<file path="config.mk">
export PLATFORM = sky130hd
export DESIGN_NAME = mem_access_unit
export DESIGN_NICKNAME = d
export VERILOG_FILES = /design/src/rtl/mem_access_unit.sv
export SDC_FILE = /design/constraint.sdc
export NUM_CORES = 1
export LEC_CHECK = 0
export ABC_CLOCK_PERIOD_IN_PS = 4000
export CAP_MARGIN = 15
export CORE_MARGIN = 4
export CORE_UTILIZATION = 35
export CTS_BUF_LIST = sky130_fd_sc_hd__clkbuf_2 sky130_fd_sc_hd__clkbuf_4 sky130_fd_sc_hd__clkbuf_8
export DETAILED_ROUTE_END_ITERATION = 12
export GPL_TIMING_DRIVEN = 0
export PLACE_DENSITY = 0.65
export SYNTH_ARGS = -nofsm -noshare
export SYNTH_HDL_FRONTEND = slang
export SYNTH_SLANG_ARGS = --single-unit
</file>
<file path="constraint.sdc">
create_clock -name Clk -period 4 [get_ports Clk]
set_input_delay 0.8 -clock Clk [delete_from_list [all_inputs] [get_ports Clk]]
set_output_delay 0.8 -clock Clk [all_outputs]
set_load 0.05 [all_outputs]
</file>
<file path="src/rtl/mem_access_unit.sv">
// MEM-stage load/store unit: sub-word loads with extension, sub-word stores by
// read-modify-write on a word-only data memory, and alignment/range faulting.
module mem_access_unit #(
  parameter int unsigned DMEM_WORDS  = 256,
  parameter bit          RANGE_CHECK = 1'b1
) (
  input  logic        Clk,
  input  logic        Rst_n,
  input  logic        Req,
  input  logic [2:0]  ReqOp,
  input  logic [31:0] ReqAddr,
  input  logic [31:0] ReqData,
  output logic        Ready,
  output logic        RespValid,
  output logic [31:0] RespData,
  output logic        AddrErr,
  output logic [31:0] DmemAddr,
  output logic        DmemWrite,
  output logic [31:0] DmemWrData,
  input  logic [31:0] DmemRdData
);

  // state  | meaning
  // IDLE   | waiting for a request, Ready high
  // LOAD   | word read in flight, lane extracted at end of cycle
  // STORE  | full-word write strobe for one cycle
  // RMW_RD | read old word, merge store lane(s) into mergeReg
  // RMW_WR | write merged word back to the same address
  // FAULT  | misaligned or out-of-range, no memory access
  typedef enum logic [2:0] {
    IDLE   = 3'd0,
    LOAD   = 3'd1,
    STORE  = 3'd2,
    RMW_RD = 3'd3,
    RMW_WR = 3'd4,
    FAULT  = 3'd5
  } state_t;

  localparam logic [2:0] OP_LW  = 3'b000;
  localparam logic [2:0] OP_LH  = 3'b001;
  localparam logic [2:0] OP_LHU = 3'b010;
  localparam logic [2:0] OP_LB  = 3'b011;
  localparam logic [2:0] OP_LBU = 3'b100;
  localparam logic [2:0] OP_SW  = 3'b101;
  localparam logic [2:0] OP_SH  = 3'b110;
  localparam logic [2:0] OP_SB  = 3'b111;

  state_t      state;
  state_t      nextState;
  logic [2:0]  opReg;
  logic [31:0] addrReg;
  logic [31:0] dataReg;
  logic [31:0] mergeReg;

  logic        accept;
  logic        misaligned;
  logic        outOfRange;
  logic        reqFault;
  logic [31:0] wordIdx;
  logic [31:0] wordAddr;
  logic [7:0]  loadByte;
  logic [15:0] loadHalf;
  logic [31:0] loadVal;
  logic [31:0] mergeVal;

  assign Ready    = (state == IDLE) && Rst_n;
  assign accept   = Req && Ready;
  assign wordIdx  = {2'b00, ReqAddr[31:2]};
  assign wordAddr = {addrReg[31:2], 2'b00};

  always_comb begin
    misaligned = 1'b0;
    case (ReqOp)
      OP_LW, OP_SW:         misaligned = (ReqAddr[1:0] != 2'b00);
      OP_LH, OP_LHU, OP_SH: misaligned = ReqAddr[0];
      default:              misaligned = 1'b0;
    endcase
  end

  assign outOfRange = RANGE_CHECK && (wordIdx >= DMEM_WORDS);
  assign reqFault   = misaligned || outOfRange;

  always_comb begin
    nextState = state;
    case (state)
      IDLE: begin
        if (accept) begin
          if (reqFault)                              nextState = FAULT;
          else if (ReqOp == OP_SW)                   nextState = STORE;
          else if (ReqOp == OP_SH || ReqOp == OP_SB) nextState = RMW_RD;
          else                                       nextState = LOAD;
        end
      end
      RMW_RD:  nextState = RMW_WR;
      default: nextState = IDLE;
    endcase
  end

  // Write strobe is gated by reset so a store caught mid-flight never lands.
  always_comb begin
    DmemAddr   = '0;
    DmemWrite  = 1'b0;
    DmemWrData = '0;
    case (state)
      LOAD, RMW_RD: DmemAddr = wordAddr;
      STORE: begin
        DmemAddr   = wordAddr;
        DmemWrite  = Rst_n;
        DmemWrData = Rst_n ? dataReg : '0;
      end
      RMW_WR: begin
        DmemAddr   = wordAddr;
        DmemWrite  = Rst_n;
        DmemWrData = Rst_n ? mergeReg : '0;
      end
      default: ;
    endcase
  end

  always_comb begin
    loadByte = DmemRdData[{addrReg[1:0], 3'b000} +: 8];
    loadHalf = addrReg[1] ? DmemRdData[31:16] : DmemRdData[15:0];
    case (opReg)
      OP_LW:   loadVal = DmemRdData;
      OP_LH:   loadVal = {{16{loadHalf[15]}}, loadHalf};
      OP_LHU:  loadVal = {16'h0000, loadHalf};
      OP_LB:   loadVal = {{24{loadByte[7]}}, loadByte};
      OP_LBU:  loadVal = {24'h000000, loadByte};
      default: loadVal = '0;
    endcase
  end

  always_comb begin
    mergeVal = DmemRdData;
    if (opReg == OP_SH)
      mergeVal[{addrReg[1], 4'b0000} +: 16] = dataReg[15:0];
    else
      mergeVal[{addrReg[1:0], 3'b000} +: 8] = dataReg[7:0];
  end

  always_ff @(posedge Clk) begin
    if (!Rst_n) begin
      state     <= IDLE;
      opReg     <= '0;
      addrReg   <= '0;
      dataReg   <= '0;
      mergeReg  <= '0;
      RespValid <= 1'b0;
      RespData  <= '0;
      AddrErr   <= 1'b0;
    end else begin
      state     <= nextState;
      RespValid <= 1'b0;
      AddrErr   <= 1'b0;
      if (accept) begin
        opReg   <= ReqOp;
        addrReg <= ReqAddr;
        dataReg <= ReqData;
      end
      case (state)
        LOAD: begin
          RespValid <= 1'b1;
          RespData  <= loadVal;
        end
        STORE, RMW_WR: begin
          RespValid <= 1'b1;
          RespData  <= '0;
        end
        RMW_RD: mergeReg <= mergeVal;
        FAULT: begin
          RespValid <= 1'b1;
          AddrErr   <= 1'b1;
          RespData  <= '0;
        end
        default: ;
      endcase
    end
  end

endmodule

</file>
# Word-level counts from Yosys, hierarchy flattened
# Index checks and enable logic that the tools add are counted.
# word_totals
input_bits,102
word_cells,66
regBits,136
out_inout_bits,100
# op_classes
n_lt_le_gt_ge,1
mux,19
n_eq_ne,16
add_sub_neg,2
n_shift,5
n_reduce_logical,15
# op_table
op,count
one-hot mux 32 bit (5 select lines),1
2-to-1 mux 32 bit,4
one-hot mux 32 bit (2 select lines),2
bitwise mux 32 bit,2
variable shift 16 x 7 -> 32 bit (first input constant),1
variable shift 8 x 7 -> 32 bit (first input constant),1
indexed part select 16 x 7 -> 32 bit,1
indexed part select 32 x 6 -> 8 bit,1
indexed part select 8 x 7 -> 32 bit,1
greater-or-equal comparator 30 x 9 -> 1 bit (second input constant),1
equality test 3 bit (second input constant),7
2-to-1 mux 16 bit,1
equality test 3 x 2 -> 1 bit (second input constant),5
negation 5 -> 7 bit,2
equality test 3 x 1 -> 1 bit (second input constant),3
logical NOT 3 bit,3
OR reduction 4 bit,2
2-to-1 mux 3 bit,2
one-hot mux 3 bit (2 select lines),1
OR reduction 3 bit,2
2-to-1 mux 2 bit,2
nonzero test 2 bit,2
OR reduction 2 bit,2
2-to-1 mux 1 bit,3
other kinds (4),6

# Depth between registers and ports, before layout
# Gate-level depths: netlist of run 1.
# logic_depth
ltp_word,7
mapped_depth,7
mapped_depth_nobuf,6

# Worst setup path before layout of run 1
# No wires, ideal clock.
# synth_path
path_kind,input-to-output
from,in Rst_n
to,out DmemWrite
arrival_ns,2.135
required_time_ns,3.200
slack_ns,1.065
stages,3
n_path_buf,1
path_cell_list,buf_2 > inv_1 > nor3_1
# synth_via
elab_chain_len,1
# synth_lines
item,line,text
from (decl),8,"input logic Rst_n,"
2-to-1 mux 1 bit,104,case (state)
to (decl),18,"output logic DmemWrite,"
# Every way passes these cells.

# Worst setup path after layout of run 1
# layout_path
from,in Rst_n
to,out DmemWrData[6]
# layout_via
elab_chain_len,2
word_cells_on_any_way,3
classes_between,mux (3)
# layout_lines
item,line,text
2-to-1 mux 32 bit (on tied branches),"114, 109",
one-hot mux 32 bit (2 select lines) (*),104,
to (decl),19,"output logic [31:0] DmemWrData,"
# Every way passes the cells marked *; elsewhere a longest branch is shown, timed or not.

==> summary.md, run 1 <==
| Metric | Value |
|---|---|
| Final setup violating endpoints | 0 |
| Critical path class | input pin to primary output |
| Hold slack | 0.452 ns |
| Via count | 6817 |
| CTS Buf Count | 17 |
| Reg2Reg Setup Slack | 1.42 ns |
| Outcome | complete, no violations |
| Routability-driven placement congestion ratio | 0.901 |
| Final core occ | 0.494 |
| Clock sinks | 136 |
| Clk buf depth | 2 |
| # DRC | 0 |
| Critical Path End Type | primary output |
| Die ar. | 21500 µm² |
| Min-delay src | addrReg[21] |
| Cell Area, Placed | 9000 µm² |
| Grt total ovfl | 0 |
| Met2 usage in global routing | 0.331 |
| VDD IR max | 0.229 mV |
| DP Worst Slack | -0.318 ns |
| Standard-cell rows | 50 |
| Post-synthesis register bit count | 136 |
| Final nets | 1123 |
| CTS Hold Buffers Added | 0 |
| Pin count of the biggest net entering global routing | 17 |
| Die X | 147 µm |
| Synth area leader | dfxtp_1 |
| RSZ-0062 raised after global routing | no |
| Synth warnings | 0 |
| Count leader, synth | nand2_1 |
| First-pass GRT wire length | 36.9 mm |
| Placed Instances | 1231 |
| IO Port Bufs | 199 |
| DP Wirelength | 18.0 mm |
| Pleak | 3.93 nW |
| WL/cell | 18.7 µm |
| Vias in the first global route | 6639 |
| Worst hold-check path type | register to register |
| Synth Flop Type | dfxtp_1 |
| Vias per cell | 5.40 |
| Clk Latency, worst-skew pair | 0.47 ns |
| DRT Wirelength | 23.6 mm |
| Synth Cell Area | 6710 µm² |
| Fin cells | 1263 |
| Top cells by area in the synthesized netlist | dfxtp_1, nand2_1, nand3_1 |
| Critical Path AT | 2.95 ns |
| Synth cell types | 57 |
| WHS Endpoint | addrReg[21] |
| Antenna Nets Post-Route | 0 |
| Final period demand of the worst path | 3.75 ns |
| GRT Util Overall | 0.216 |
| Final Hold Fails | 0 |
| 1st-iter DRT viols | 540 |
| Top-area cell type share of the netlist area | 0.406 |
| EDFF count, synth | 0 |
| Met1 Use GR | 0.297 |
| Max-cap viol count | 0 |
| Final std cell area, no fill | 9270 µm² |
| Syn Area/Cell | 8.42 µm² |
| Initial antenna violation count | 0 |
| Sequential area share after synthesis | 0.406 |
| Post-CTS setup buffer count | 0 |
| Io pins | 202 |
| Setup WS post-layout | 0.249 ns |
| Worst hold stages | 2 |
| Die Y | 147 µm |
| Crit path max fanout | 10 |
| Max Freq | 0.267 GHz |
| Area growth from synthesis to layout | 38.1% |
| CP required | 3.20 ns |
| Async SR Flop Fraction | 0 |
| Drt first pass iters | 7 |
| H-tree depth | 4 |
| R2R Path Start | addrReg[0] |
| Startpoint Class | input pin |
| Worst reg2reg path endpoint | mergeReg[25] |
| Part of the cycle the worst path needs | 0.938 |
| Slew Viols, Final | 0 |
| R2R cell count | 7 |
| Clock Root Buffer | clkbuf_8 |
| N_diodes | 0 |
| Grt met3 use | 0.0689 |
| Worst-margin pin slew | 0.599 ns |
| Initial Util | 0.358 |
| Worst clock skew | 0.0132 ns |
| CTS tree | built |
| Clock Pin Slew Worst Setup and Hold Paths | 0.09 ns |
| Slew HR | 0.598 |
| Fraction of layout cells with a size suffix above 1 | 0.133 |
| Most frequent cells after synthesis | nand2_1, dfxtp_1, nand3_1, o21ai_0 |
| Placeable Area | 18800 µm² |
| PwrDens | 356 nW/µm² |
| Grt peak-use layer | met2 |
| Synth Instances | 797 |
==> layout by cell type (no fill, tap or decap), drive strengths merged, types with 17 or more instances in the layout <==
| master | count |
|---|---|
| nand2 | 162 |
| nor2 | 28 |
| buf | 49 |
| a22oi | 17 |
| and3 | 34 |
| clkbuf | 74 |
| o21ai | 66 |
| dfxtp | 136 |
| nand3 | 62 |
| a22o | 24 |
| a221oi | 33 |
| clkdlybuf4s50 | 167 |
| mux2i | 23 |
==> metrics by stage <==
| stage | TNS (ns) | power [mW] |
|---|---|---|
| 2_1_floorplan | 0 | 1.87 |
| 3_3_place_gp | -7.05 | 2.15 |
| 3_5_place_dp | -7.33 | 2.15 |
| 4_1_cts | 0 | 3.31 |
| 5_1_grt | 0 | 3.43 |
| 6_report | 0 | 3.30 |
==> kinds of logic (layout without fill, tap and decap cells) <==
group / count (synthesis) / after routing / synth area share
simple gates: 326 / 326 / 0.229
compound gates: 210 / 210 / 0.237
flops: 136 / 136 / 0.406
buf+inv: 83 / 314 / 0.0591
mux: 34 / 34 / 0.0561
fa+ha+maj: 5 / 5 / 0.00932
xor+xnor: 2 / 2 / 0.00261
other cells: 1 / 2 / 0.000559
==> flip-flops by register name, summed over array words and instances, names as in the netlist <==
register,cells
opReg,3
RespData,32
mergeReg,32
addrReg,32
dataReg,32
AddrErr,1
RespValid,1
state,3
==> layer usage <==
layer | wire length, µm | up-vias
met1 | 10800 | 3152
met3 | 2170 | 22
met5 | 0 | -
met4 | 278 | 0
li1 | - | 3350
met2 | 10400 | 293
==> power breakdown <==
group / switching, mW / total (mW) / internal [mW]
sequential: 0.0535 / 1.48 / 1.42
clock: 0.591 / 1.17 / 0.583
combinational: 0.377 / 0.648 / 0.271
==> area by class of cell <==
| class | instances | area (µm²) |
|---|---|---|
| plain buffers | 76 | 372 |
| inverters | 7 | 26.3 |
| repair buffers | 199 | 1860 |
| clock buffers | 19 | 255 |
| fillers | 1857 | 9500 |
| well taps | 234 | 293 |
| multi-input cells | 579 | 3600 |
| clock inverters | 13 | 145 |
| flip-flops and latches | 136 | 2720 |
==> worst max-delay path, stage by stage <==
cell,delay (ns)
clkdlybuf4s50_1,0.49
buf_2,0.21
nor2b_1,0.18
nand2_1,0.07
nor2_1,0.32
buf_2,0.32
a22o_1,0.25
clkbuf_2,0.30
==> timing repair <==
item | 4_1_cts | 5_1_grt
gates resized for setup | 36 | 57
endpoints found under the setup margin | 30 | 30
pin swaps | 0 | 0
==> how the worst max path moves through the flow <==
stage	start	endpoint	slack [ns]
final	Rst_n	DmemWrData[6]	0.25
after global routing	Rst_n	DmemWrData[6]	0.08
after CTS	Rst_n	DmemWrData[7]	0.00006
after detailed placement	Rst_n	DmemWrData[20]	-0.32
after global placement	Rst_n	DmemWrData[16]	-0.31
after floorplan	Rst_n	DmemWrite	1.07
Note: power is estimated with default switching activity, not from simulation.
==> inputs of run 2 (changes only) <==
--- a/config.mk
+++ b/config.mk
@@ -6,7 +6,7 @@
 export NUM_CORES = 1
 export LEC_CHECK = 0
 export ABC_CLOCK_PERIOD_IN_PS = 4000
-export CAP_MARGIN = 15
+export CAP_MARGIN = 30
 export CORE_MARGIN = 4
 export CORE_UTILIZATION = 35
 export CTS_BUF_LIST = sky130_fd_sc_hd__clkbuf_2 sky130_fd_sc_hd__clkbuf_4 sky130_fd_sc_hd__clkbuf_8
==> results of run 2 <==
The final DEF is identical to that of run 1; final timing and power are the same.
